`src/rtl/gcd.sv`:
```
// ============================================================================
// Module   : gcd
// Brief    : Iterative binary (Stein) GCD engine for two unsigned 32-bit
//            operands with a start/busy/valid handshake.
// Revision : 1.0  initial release
// ============================================================================
`default_nettype none

module gcd (
    input  logic        clk_i,
    input  logic        rst_i,
    input  logic        start_i,
    input  logic [31:0] a_i,
    input  logic [31:0] b_i,
    output logic        busy_o,
    output logic        valid_o,
    output logic [31:0] result_o
);

    typedef enum logic [1:0] {
        IDLE = 2'd0,
        CALC = 2'd1,
        DONE = 2'd2
    } state_t;

    state_t      state_q, state_d;
    logic [31:0] a_q, a_d;
    logic [31:0] b_q, b_d;
    logic [31:0] result_q, result_d;
    logic [4:0]  k_q, k_d;

    logic [31:0] w_a_minus_b;
    logic [31:0] w_b_minus_a;

    assign w_a_minus_b = a_q - b_q;
    assign w_b_minus_a = b_q - a_q;

    always_ff @(posedge clk_i or posedge rst_i) begin
        if (rst_i) begin
            state_q  <= IDLE;
            a_q      <= 32'd0;
            b_q      <= 32'd0;
            k_q      <= 5'd0;
            result_q <= 32'd0;
        end else begin
            state_q  <= state_d;
            a_q      <= a_d;
            b_q      <= b_d;
            k_q      <= k_d;
            result_q <= result_d;
        end
    end

    always_comb begin
        state_d  = state_q;
        a_d      = a_q;
        b_d      = b_q;
        k_d      = k_q;
        result_d = result_q;

        case (state_q)
            IDLE, DONE: begin
                if (start_i) begin
                    a_d     = a_i;
                    b_d     = b_i;
                    k_d     = 5'd0;
                    state_d = CALC;
                end
            end
            CALC: begin
                // Difference of two odd values is even, so it is halved in the same step.
                if (a_q == 32'd0) begin
                    result_d = b_q << k_q;
                    state_d  = DONE;
                end else if (b_q == 32'd0) begin
                    result_d = a_q << k_q;
                    state_d  = DONE;
                end else if (!a_q[0] && !b_q[0]) begin
                    a_d = a_q >> 1;
                    b_d = b_q >> 1;
                    k_d = k_q + 5'd1;
                end else if (!a_q[0]) begin
                    a_d = a_q >> 1;
                end else if (!b_q[0]) begin
                    b_d = b_q >> 1;
                end else if (a_q >= b_q) begin
                    a_d = w_a_minus_b >> 1;
                end else begin
                    b_d = w_b_minus_a >> 1;
                end
            end
            default: begin
                state_d = IDLE;
            end
        endcase
    end

    // Handshake flags decode straight from state, so they can never overlap.
    assign busy_o   = (state_q == CALC);
    assign valid_o  = (state_q == DONE);
    assign result_o = result_q;

endmodule

`default_nettype wire

```
`config.mk`:
```
export PLATFORM = sky130hd
export DESIGN_NAME = gcd
export DESIGN_NICKNAME = d
export VERILOG_FILES = /design/src/rtl/gcd.sv
export SDC_FILE = /design/constraint.sdc
export NUM_CORES = 1
export LEC_CHECK = 0
export ABC_AREA = 1
export BUFFER_PORTS_ARGS = -buffer_cell sky130_fd_sc_hd__buf_2
export CORE_ASPECT_RATIO = 2
export CORE_UTILIZATION = 45
export DETAILED_ROUTE_END_ITERATION = 6
export GPL_ROUTABILITY_DRIVEN = 0
export SYNTH_ARGS = -nofsm -noshare
export SYNTH_HDL_FRONTEND = slang
export SYNTH_SLANG_ARGS = --single-unit
```
`constraint.sdc`:
```
create_clock -name clk_i -period 5.8 [get_ports clk_i]
set_clock_uncertainty 0.05 [all_clocks]
set_input_delay 1.16 -clock clk_i [delete_from_list [all_inputs] [get_ports clk_i]]
set_output_delay 1.16 -clock clk_i [all_outputs]
set_load 0.05 [all_outputs]
```
After elaboration in Yosys (flattened, before gate mapping). Cells that the tools add are included.

Bits in registers: 103. Input port bits: 67. Logic and storage cells: 67.

Add/subtract/negate cells: 3. Order comparisons: 1. Eq/ne operators: 11. Shift operators: 2. Multiplexer cells: 27. Reduce and logical (&&, ||, !) cells: 16.

Operators by type and width (number): 2-to-1 mux 32 bit (16); case mux 32 bit (2 select lines) (2); zero test 32 bit (2); left shift 32 x 5 -> 32 bit (2); subtractor 32 bit (2); >= comparator 32 bit (1); 2-to-1 mux 5 bit (4); AND reduction 6 bit (2); case mux 5 bit (2 select lines) (1); AND reduction 5 bit (2); inequality test 4 x 2 -> 1 bit, second input constant (2); 2-to-1 mux 2 bit (3); inequality test 2 bit, second input constant (3); inequality test 3 x 1 -> 1 bit, second input constant (2); adder 5 x 1 -> 5 bit, second input constant (1); inequality test 4 bit, second input constant (1); case mux 2 bit (2 select lines) (1); AND reduction 2 bit (2); AND reduction 4 bit (1); nonzero test 2 bit (2); == test 2 x 1 -> 1 bit, second input constant (1); == test 2 bit, second input constant (1); zero test 1 bit (2); zero test 2 bit (1); other kinds (3) (3).

Longest topological paths before layout. Gate-level depths: netlist of the first run.

Word-level depth: 8. Gate-level depth with buffers: 17. Mapped depth without buffers: 15.

Least setup slack after synthesis of the first run. Ideal clock, no wire load.

Kind: reg2out. From: reg state_q[0]. To: out busy_o. Arrival: 1.429 ns. Required time: 4.590 ns. Setup slack: 3.161 ns. Stages on the path, launching flop included: 5. Cells stage by stage: dfrtp_1 > inv_1 > nor2_1 > buf_2 > buf_1.

Word-level cells in the longest chain between the ends: 1.

Ends and longest elaborated chain: start, declared (line 26) `state_t state_q, state_d;`; start signal, assigned (line 46) `state_q <= state_d;`; == test 2 x 1 -> 1 bit (line 99) `assign busy_o = (state_q == CALC);`; end, declared (line 15) `output logic busy_o,`.

Every way passes these cells.

Final worst setup path of the first run.
From: reg a_q[0]. To: reg a_q[21].

Word-level cells in the longest chain between the ends: 8. Elaborated cells between the ends (all ways): 16. Classes of those cells: 1 x add/sub; 1 x order compare; 3 x eq/ne; 7 x mux; 4 x reduce/logical.

Ends and longest elaborated chain: start, declared (line 27) `logic [31:0] a_q, a_d;`; start signal, assigned (line 41) `a_q <= 32'd0;`; start signal, assigned (line 47) `a_q <= a_d;`; subtractor 32 bit (line 35) `assign w_a_minus_b = a_q - b_q;`; 2-to-1 mux 32 bit (line 86) `end else if (a_q >= b_q) begin`; 2-to-1 mux 32 bit (line 84) `end else if (!b_q[0]) begin`; 2-to-1 mux 32 bit (line 82) `end else if (!a_q[0]) begin`; 2-to-1 mux 32 bit (line 78) `end else if (!a_q[0] && !b_q[0]) begin`; 2-to-1 mux 32 bit (line 75) `end else if (b_q == 32'd0) begin`; 2-to-1 mux 32 bit (line 72) `if (a_q == 32'd0) begin`; case mux 32 bit (2 select lines) (line 61) `case (state_q)`.

Parallel ways exist; a longest one is shown, timed or not. The select of a mux whose other input is x is not followed. A chain may end at the register's enable or synchronous reset.

==> impl_metrics.csv, run 1 <==
group,metric,value,unit
setup_path,critPathArrivalTime,4270,ps
synthesis,async_flop_share,1.00,
clock_network,clock_latency,400,ps
worst_hold_path,whs_path_depth,2,
routing,drt_iter0_drc,940,
setup_path,cp_cell_sequence,"inv_1 -> ha_1 -> fa_1 -> o21ai_2 -> a21o_1 -> nand2_1 -> nand2_2 -> o21ai_2 -> nand2_1 -> nand3_1 -> buf_4 -> o21ai_0 -> nand2_1 -> nand2_1",
worst_hold_path,min_to,"result_o[15]",
setup_path,start_kind,"register",
synthesis,synth_compound_area_frac,0.189,
routing,drc,0,
routing,vias_per_cell,5.92,
synthesis,syn-cell-area,10700,um^2
clock_network,clkTransAtPathRegs,80,ps
die,die_w,111,um
routing,drt-total-wl,44.3,mm
routing,firstDrtPassIters,6,
setup_path,cp_common_cell,"nand2_1",
status,status,"finished, final reports clean",
timing,slew_headroom,0.305,
global_route,grt_pass1_wl,67.3,mm
synthesis,syn_area_per_cell,6.16,um^2
die,chipHeight,220,um
global_route,grt_usage,0.369,
synthesis,synthXorXnorAreaFrac,0.0485,
clock_network,clock-sinks,103,
clock_network,tritoncts,"built",
cells_and_area,layout_common_cells,"435 x nand2_1, 217 x nand3_1, 214 x nor2_1, 176 x a21oi_1, 125 x o21ai_0",
synthesis,synth.area.mux_share,0,
clock_network,root_buffer,"clkbuf_16",
routing,ant_nets,0,
synthesis,ys_types,45,
die,io_pins,101,
timing,setup_viol,0,
clock_network,h-tree-depth,3,
timing,max_slew.worst_pin.slew,1040,ps
die,rows,79,
global_route,grt_overflow,0,
global_route,first_global_vias,12179,
clock_network,clock_tree.buffer_depth,2,
routing,wl_per_cell,21.5,um
cells_and_area,final_common_cell,"nand2_1",
timing,fin_setup_tns,0,ps
timing,slew_viol_final,0,
clock_network,cts_made_buffers,9,
setup_path,required,6090,ps
clock_network,cts_hold_buf,0,
synthesis,synthFlopType,"dfrtp_1",
synthesis,synth_fa_ha_area_frac,0.0813,
cells_and_area,final_nets,1903,
synthesis,synth_seq_cells,103,
clock_network,post-cts-setup-buffers,0,
setup_path,path_class,"reg2reg",
cells_and_area,n_fill_cell,2560,
cells_and_area,antenna_cells,0,
worst_hold_path,worst_hold_path_type,"reg2reg",
placement,dp.cells,2040,
synthesis,yosysTopAreaCell,"dfrtp_1",
flow_run,drv_cap,0,
synthesis,synth_top_area_frac,0.242,
cells_and_area,fin_cells,2056,
routing,vias,12178,
synthesis,synth_top_family_by_area,"simple AND/OR/NAND/NOR gates",
global_route,antenna_found_initial,0,
die,start_util,0.459,
synthesis,synth_simple_gate_area_frac,0.359,
timing,finalCriticalPeriod,3980,ps
worst_hold_path,holdCritStartpoint,"result_o[15]",
timing,rsz0062_at_grt,"false",
setup_path,r2r_end,"a_q[21]",
timing,finalCritPeriodShare,0.687,
placement,detailed_place_hpwl,34.2,mm
clock_network,cts_resized,0,
synthesis,syn_inst,1729,
die,dieArea,24300,um^2
cells_and_area,syn2layout_area_growth,8.56,%
setup_path,ff2ff_path_depth,14,
synthesis,synth_area_leaders,"dfrtp_1 24%, nand2_1 15%, nand3_1 10%",
synthesis,synth_edf_count,0,
setup_path,reg2reg_slack,1820,ps
die,coreArea,23200,um^2
setup_path,cp_max_fo,16,
synthesis,synth_nets,1864,
setup_path,cp_slowest_stage_delay,590,ps
synthesis,yosysSeqAreaShare,0.242,
global_route,grt_max_degree,69,
setup_path,crit_slowest_cell,"nand3_1",
cells_and_area,drive_above_1_share,0.0948,
setup_path,crit-reg2reg-launch,"a_q[0]",
timing,hold_viol,0,
setup_path,critPathCaptureType,"register",
timing,max_freq,251,MHz
synthesis,synth-warning-count,0,
placement,io_buffer_count,100,
-- worst max-delay path by stage --
| stage | start | endpoint | cells past startpoint |
|---|---|---|---|
| after detailed placement | a_q[0] | a_q[2] | 14 |
| after CTS | a_q[0] | a_q[2] | 14 |
| final | a_q[0] | a_q[21] | 14 |
| after global routing | a_q[0] | a_q[21] | 14 |
| after floorplan | rst_i | a_q[0] | 1 |
| after global placement | a_q[0] | a_q[2] | 14 |
-- synthesized netlist by cell type, drive strengths merged, types with 3 or more instances --
master	count
a21o	5
inv	127
buf	36
a21boi	3
dfrtp	103
xor2	51
a31oi	4
nor2	221
nand3	218
o21a	6
nor3	12
a21oi	177
o21bai	3
clkbuf	49
xnor2	8
o211ai	3
o21ai	164
nand4	13
o31ai	4
ha	66
nand2	442
-- per-layer routing --
| layer | up-vias | track usage | wire, um |
|---|---|---|---|
| li1 | 5791 | - | - |
| met4 | 0 | 0.345 | 4670 |
| met5 | - | 0 | 0 |
| met1 | 5590 | 0.338 | 14300 |
| met3 | 239 | 0.0608 | 2400 |
| met2 | 558 | 0.685 | 22900 |
-- metrics by stage --
stage	cell area [um^2]	utilization	hold WS, ps	setup slack [ps]
after floorplan	10700	-	402	1890
after global placement	11200	0.484	407	1970
after detailed placement	11200	0.484	411	1910
after CTS	11600	0.498	431	1890
after global routing	11600	0.498	448	1600
final	11600	0.498	425	1820
-- critical path: cells and delay by family, from the launching register on --
family	cells	cell delay, ps
compound gates	4	840
buf+inv	2	660
fa+ha+maj	2	820
flops	1	540
simple gates	6	1020
-- flip-flops by register name, indices dropped and copies added (netlist names) --
signal	flops
result_o	32
b_q	32
state_q	2
a_q	32
k_q	5
-- cell families after synthesis --
group                    after synthesis
XOR/XNOR                              59
adder cells (fa/ha/maj)               68
flip-flops                           103
AO/OA/AOI/OAI                        374
AND/OR/NAND/NOR                      911
buffers and inverters                214
-- cell type report --
cell class,count,area [um^2],area share
Clock buffer,9,225,0.0195
Clock inverter,7,95.1,0.00822
Sequential cell,103,2580,0.223
Timing Repair Buffer,113,598,0.0517
Multi-Input combinational cell,1412,7230,0.625
Inverter,129,487,0.0421
Tap cell,283,354,0.0306
Power of run 1 is left out: the tool's default activity adds up to more than one toggle a clock period on the data nets, which glitch-free logic cannot reach.
==> run 2, diff against run 1 <==
- ABC_AREA: 1 -> 0
- PLACE_DENSITY: not set -> 0.66
- clock period: 5.8 -> 3.3 ns (I/O delays scaled with it)
==> run 2 against run 1 <==
The run now ends with negative setup slack left. Critical path depth shrank 2. First-iteration DRC count up 3.1%. Via count down 1.7%. Synthesized area shrank 4.2%. Synthesized cell count decreased by 25%. Core utilization rose by 13 points. Register-to-register slack got worse by 1800 ps. Critical endpoint is now result_o[28]. Highest routed layer is now met5.
==> impl_metrics.csv, run 2 <==
group,metric,value,unit
status,status,"complete, but fails checks",
status,violations,"negative setup slack",
clock_network,root_buffer,"clkbuf_16",
timing,slew_viol_final,0,
synthesis,yosysSeqAreaShare,0.252,
synthesis,syn_area_per_cell,7.92,um^2
cells_and_area,drive_above_1_share,0.359,
synthesis,synth.area.mux_share,0.0822,
synthesis,yosysTopAreaCell,"dfrtp_1",
clock_network,clock_latency,390,ps
clock_network,clkTransAtPathRegs,80,ps
synthesis,syn-cell-area,10200,um^2
setup_path,start_kind,"register",
synthesis,synth_compound_area_frac,0.309,
routing,vias_per_cell,6.42,
setup_path,cpLargestDelayFamily,"simple AND/OR/NAND/NOR gates",
global_route,grt_pass1_wl,65.8,mm
timing,max_slew.worst_pin.slew,1090,ps
timing,hold_viol,0,
routing,firstDrtPassIters,5,
cells_and_area,final_nets,1714,
synthesis,yosys-top-cells-count,"138 x o21ai_0, 103 x dfrtp_1, 103 x nand2_1, 98 x a21oi_1, 88 x nor2_1",
placement,detailed_place_hpwl,32.6,mm
setup_path,required,3570,ps
setup_path,cp_max_fo,7,
placement,io_buffer_count,100,
synthesis,synth_top_area_frac,0.252,
die,start_util,0.461,
die,dieArea,23300,um^2
routing,drt_iter0_drc,969,
die,coreArea,22200,um^2
clock_network,clock_tree.buffer_depth,2,
timing,holdWs,387,ps
cells_and_area,layout_common_cells,"260 x buf_4, 119 x o21ai_0, 102 x nand2_1, 101 x dfrtp_1, 101 x buf_2",
worst_hold_path,worst_hold_path_type,"in2async",
global_route,grt_max_degree,40,
synthesis,synth_seq_cells,103,
routing,vias,11966,
setup_path,path_class,"reg2reg",
synthesis,synthFlopType,"dfrtp_1",
flow_run,drv_cap,0,
cells_and_area,n_fill_cell,1953,
setup_path,cp_slowest_stage_delay,490,ps
die,die_w,109,um
setup_path,cp_cell_sequence,"buf_4 -> nor4_2 -> and4_4 -> and2_4 -> clkbuf_16 -> a21oi_4 -> mux2_4 -> mux2_4 -> nor2_4 -> a21oi_4 -> mux4_2 -> o21ai_2",
clock_network,clock-sinks,103,
cells_and_area,finish.instance_area,13900,um^2
synthesis,synth-warning-count,0,
cells_and_area,final_common_cell,"buf_4",
timing,slew_headroom,0.273,
setup_path,critPathArrivalTime,3580,ps
die,rows,77,
synthesis,synth_top_family_by_area,"compound AO/OA/AOI/OAI gates",
synthesis,synth_area_leaders,"dfrtp_1 25%, ha_1 8.1%, o21ai_0 6.8%",
setup_path,crit_buf_inv,2,
synthesis,synthXorXnorAreaFrac,0.0523,
setup_path,critPathCaptureType,"register",
routing,drc,0,
synthesis,synth_edf_count,0,
clock_network,h-tree-depth,3,
synthesis,synth_simple_gate_area_frac,0.146,
routing,wl_per_cell,23.2,um
clock_network,cts_made_buffers,9,
timing,rsz0062_at_grt,"true",
synthesis,ys_types,73,
timing,setup_ws,-11.4,ps
timing,max_freq,302,MHz
timing,finalCritPeriodShare,1.00,
setup_path,crit_slowest_cell,"mux4_2",
placement,place_area,12600,um^2
die,chipHeight,215,um
routing,drt-total-wl,43.3,mm
timing,finalCriticalPeriod,3310,ps
cells_and_area,syn2layout_area_growth,36.4,%
global_route,antenna_found_initial,1,
synthesis,async_flop_share,1.00,
global_route,grt_usage,0.378,
global_route,first_global_vias,12150,
synthesis,synth_fa_ha_area_frac,0.0848,
die,io_pins,101,
timing,setup_viol,2,
routing,ant_nets,0,
synthesis,synth_nets,1424,
clock_network,tritoncts,"built",
global_route,grt_overflow,0,
synthesis,syn_inst,1289,
synthesis,yosys.cell_count.top_type,"o21ai_0",
-- run 2: path summary, 6_finish.rpt --
check / slack (ps) / endpoint / from / cells after the start
worst min register to register: 430 / result_o[9] / result_o[9] / 2
worst max register to register: -10 / result_o[28] / a_q[3] / 12
worst min-delay path: 390 / result_o[23] / rst_i / 2
max in group asynchronous: 2140 / b_q[0] / rst_i / 3
worst max-delay path: -10 / result_o[28] / a_q[3] / 12
min in group clk_i: 430 / result_o[9] / result_o[9] / 2
-- run 2: per-layer routing --
| metal | part of all wire | up-vias | GRT usage |
|---|---|---|---|
| met2 | 0.49 | 720 | 0.632 |
| met1 | 0.32 | 5579 | 0.365 |
| met4 | 0.11 | 2 | 0.350 |
| met5 | 0.00095 | - | 0.0134 |
| li1 | - | 5337 | - |
| met3 | 0.072 | 328 | 0.101 |
-- run 2: cells by family after synthesis --
family	Yosys count
muxes	65
xor gates and xnor gates	61
and+or+nand+nor	316
AOI/OAI and AO/OA	489
adders and majority gates	68
buffers and inverters	187
DFF	103
-- run 2: through the flow --
stage          TNS [ps]  instances   util  setup slack, ps
4_1_cts           -18.5       1836  0.588            -12.9
2_1_floorplan         0       1289      -              187
3_3_place_gp      -4390       1819  0.570             -362
5_1_grt            -412       1860  0.628            -84.1
3_5_place_dp      -8190       1819  0.570             -398
6_report          -13.0       1863  0.628            -11.4
-- run 2: layout make-up --
class	instances	area [um^2]	share of cell area
antenna	3	7.51	0.000539
tap	276	345	0.0248
inverter	86	327	0.0235
clock buffer	12	256	0.0184
timing repair buffer	380	2760	0.198
clock inverter	4	20.0	0.00144
sequential	103	2580	0.185
multi-input combinational	999	7620	0.548
-- run 2: worst reg2reg max path, stage by stage, from the launching register on --
cell	delay, ps
dfrtp_1	410
buf_4	160
nor4_2	420
and4_4	310
and2_4	260
clkbuf_16	190
a21oi_4	60
mux2_4	270
mux2_4	280
nor2_4	130
a21oi_4	60
mux4_2	490
o21ai_2	150
-- run 2: repair_timing --
item | CTS | global route
resized for setup | 31 | 145
pin swaps | 5 | 42
setup buffers | 1 | 23
endpoints found under the setup margin | 60 | 83
gates cloned | 0 | 2
hold buffers | 0 | 0
Power of run 2 is left out for the same reason.
==> run 3, diff against run 2 <==
- GPL_TIMING_DRIVEN: not set -> 0
- TNS_END_PERCENT: not set -> 20
==> run 3 against run 2 <==
The flow finishes with violations (design-rule violations, negative setup slack). Critical path depth decreased by 3. Maximum frequency down 7.7%. Core utilization is 3.5 points lower. Sequential share of layout area increased by 1.4 points. Setup slack got worse by 270 ps. Register-to-register slack worse by 270 ps. First-iteration DRC count grew 49%. Non-clock buffer count fell by 119. Die area stayed put. Via count up 0.33%. Worst hold slack got worse by 59 ps. Critical path type unchanged.
==> impl_metrics.csv, run 3 (synthesized netlist as in run 2, its figures left out) <==
group,metric,value,unit
setup_path,cpLargestDelayFamily,"simple AND/OR/NAND/NOR gates",
placement,detailed_place_hpwl,33.9,mm
timing,max_freq,279,MHz
cells_and_area,syn2layout_area_growth,28.7,%
setup_path,reg2reg_slack,-290,ps
timing,slew_viol_final,0,
clock_network,h-tree-depth,3,
placement,io_buffer_count,100,
timing,setup_viol,82,
clock_network,cts_made_buffers,9,
setup_path,crit_slowest_cell,"nor4_2",
die,start_util,0.461,
routing,firstDrtPassIters,7,
cells_and_area,final_nets,1595,
die,chipHeight,215,um
setup_path,crit_start,"b_q[11]",
clock_network,cts_hold_buf,0,
routing,vias_per_cell,6.89,
setup_path,cp_common_cell,"nor4_2",
timing,finalCritPeriodShare,1.09,
clock_network,clkTransAtPathRegs,80,ps
setup_path,crit-reg2reg-launch,"b_q[11]",
routing,drt_iter0_drc,1439,
setup_path,critPathArrivalTime,3830,ps
setup_path,path_class,"reg2reg",
clock_network,clock_tree.buffer_depth,2,
worst_hold_path,worst_hold_path_type,"in2async",
die,coreArea,22200,um^2
global_route,grt_usage,0.419,
cells_and_area,drive_above_1_share,0.307,
die,dieArea,23300,um^2
cells_and_area,final_common_cell,"o21ai_0",
cells_and_area,n_fill_cell,2022,
routing,drt-total-wl,47.6,mm
routing,wl_per_cell,27.3,um
die,die_w,109,um
clock_network,root_buffer,"clkbuf_16",
die,rows,77,
setup_path,crit_buf_inv,2,
clock_network,clock-sinks,103,
timing,setup_ws,-286,ps
timing,slew_headroom,0.349,
setup_path,path_depth,9,
cells_and_area,layout_common_cells,"120 x o21ai_0, 107 x buf_2, 100 x nand2_1, 82 x nor2_1, 79 x inv_1",
routing,drc,1,
status,status,"complete, but fails checks",
setup_path,required,3540,ps
global_route,antenna_found_initial,1,
die,io_pins,101,
setup_path,cp_slowest_stage_delay,800,ps
timing,rsz0062_at_grt,"true",
setup_path,ff2ff_path_depth,9,
routing,ant_nets,0,
global_route,grt_max_degree,38,
cells_and_area,multi_input_area,7820,um^2
cells_and_area,seq_area,2620,um^2
flow_run,drv_cap,0,
setup_path,critPathCaptureType,"register",
timing,max_slew.worst_pin.slew,976,ps
setup_path,cp_cell_sequence,"buf_4 -> nor4_2 -> nand4_1 -> nor4_2 -> nor2_1 -> o31ai_1 -> a31oi_4 -> clkbuf_2 -> o21ai_0",
timing,finalCriticalPeriod,3590,ps
clock_network,clock_latency,390,ps
routing,vias,12006,
global_route,grt_overflow,0,
setup_path,start_kind,"register",
timing,hold_viol,0,
clock_network,tritoncts,"built",
global_route,first_global_vias,11838,
global_route,grt_pass1_wl,71.0,mm
setup_path,cp_max_fo,10,
placement,pre_cts_slack,-985,ps
status,violations,"design-rule violations, negative setup slack",
run 3: changes by cell type in the layout (fill, tap and decap cells not counted), moves of 6 or more:
| cell | previous run | this run |
|---|---|---|
| a21oi_1 | 70 | 76 |
| a21oi_2 | 24 | 14 |
| buf_2 | 101 | 107 |
| buf_4 | 260 | 73 |
| clkbuf_1 | 1 | 42 |
| clkbuf_2 | 0 | 7 |
| dfrtp_1 | 101 | 71 |
| dfrtp_2 | 2 | 32 |
| ha_1 | 58 | 47 |
| ha_4 | 4 | 11 |
run 3: layer usage:
layer,track usage,vias to the layer above,share of wire
met5,0,-,0
met1,0.398,5538,0.30
li1,-,5118,-
met2,0.665,921,0.47
met4,0.397,0,0.13
met3,0.170,429,0.10
run 3: final timing paths:
path	end
worst min register to register	result_o[26]
worst max-delay path	b_q[5]
worst min-delay path	b_q[11]
worst max register to register	b_q[5]
max in group asynchronous	a_q[29]
min in group clk_i	result_o[26]
run 3: area by class of cell:
class	count	area share
clock inverter	3	0.00324
antenna	3	0.000571
tap	276	0.0263
clock buffer	12	0.0195
inverter	86	0.0254
multi-input combinational	999	0.595
buffer	85	0.0401
sequential	103	0.199
timing repair buffer	176	0.0905
run 3: metrics by stage:
step	hold WS [ps]	TNS, ps	instance area (um^2)	util	cells
floorplan	458	0	10200	-	1289
global placement	408	-53470	11100	0.499	1665
detailed placement	414	-53460	11100	0.501	1667
CTS	350	-248	12000	0.540	1688
global route	394	-13500	13100	0.593	1740
finish	329	-9930	13100	0.593	1743
run 3: repair_timing:
item | CTS | global route
setup endpoints to repair | 81 | 90
resized for setup | 129 | 172
buffers inserted | 20 | 52
cloned | 0 | 2
pin swaps | 17 | 46
Power of run 3 is left out for the same reason.
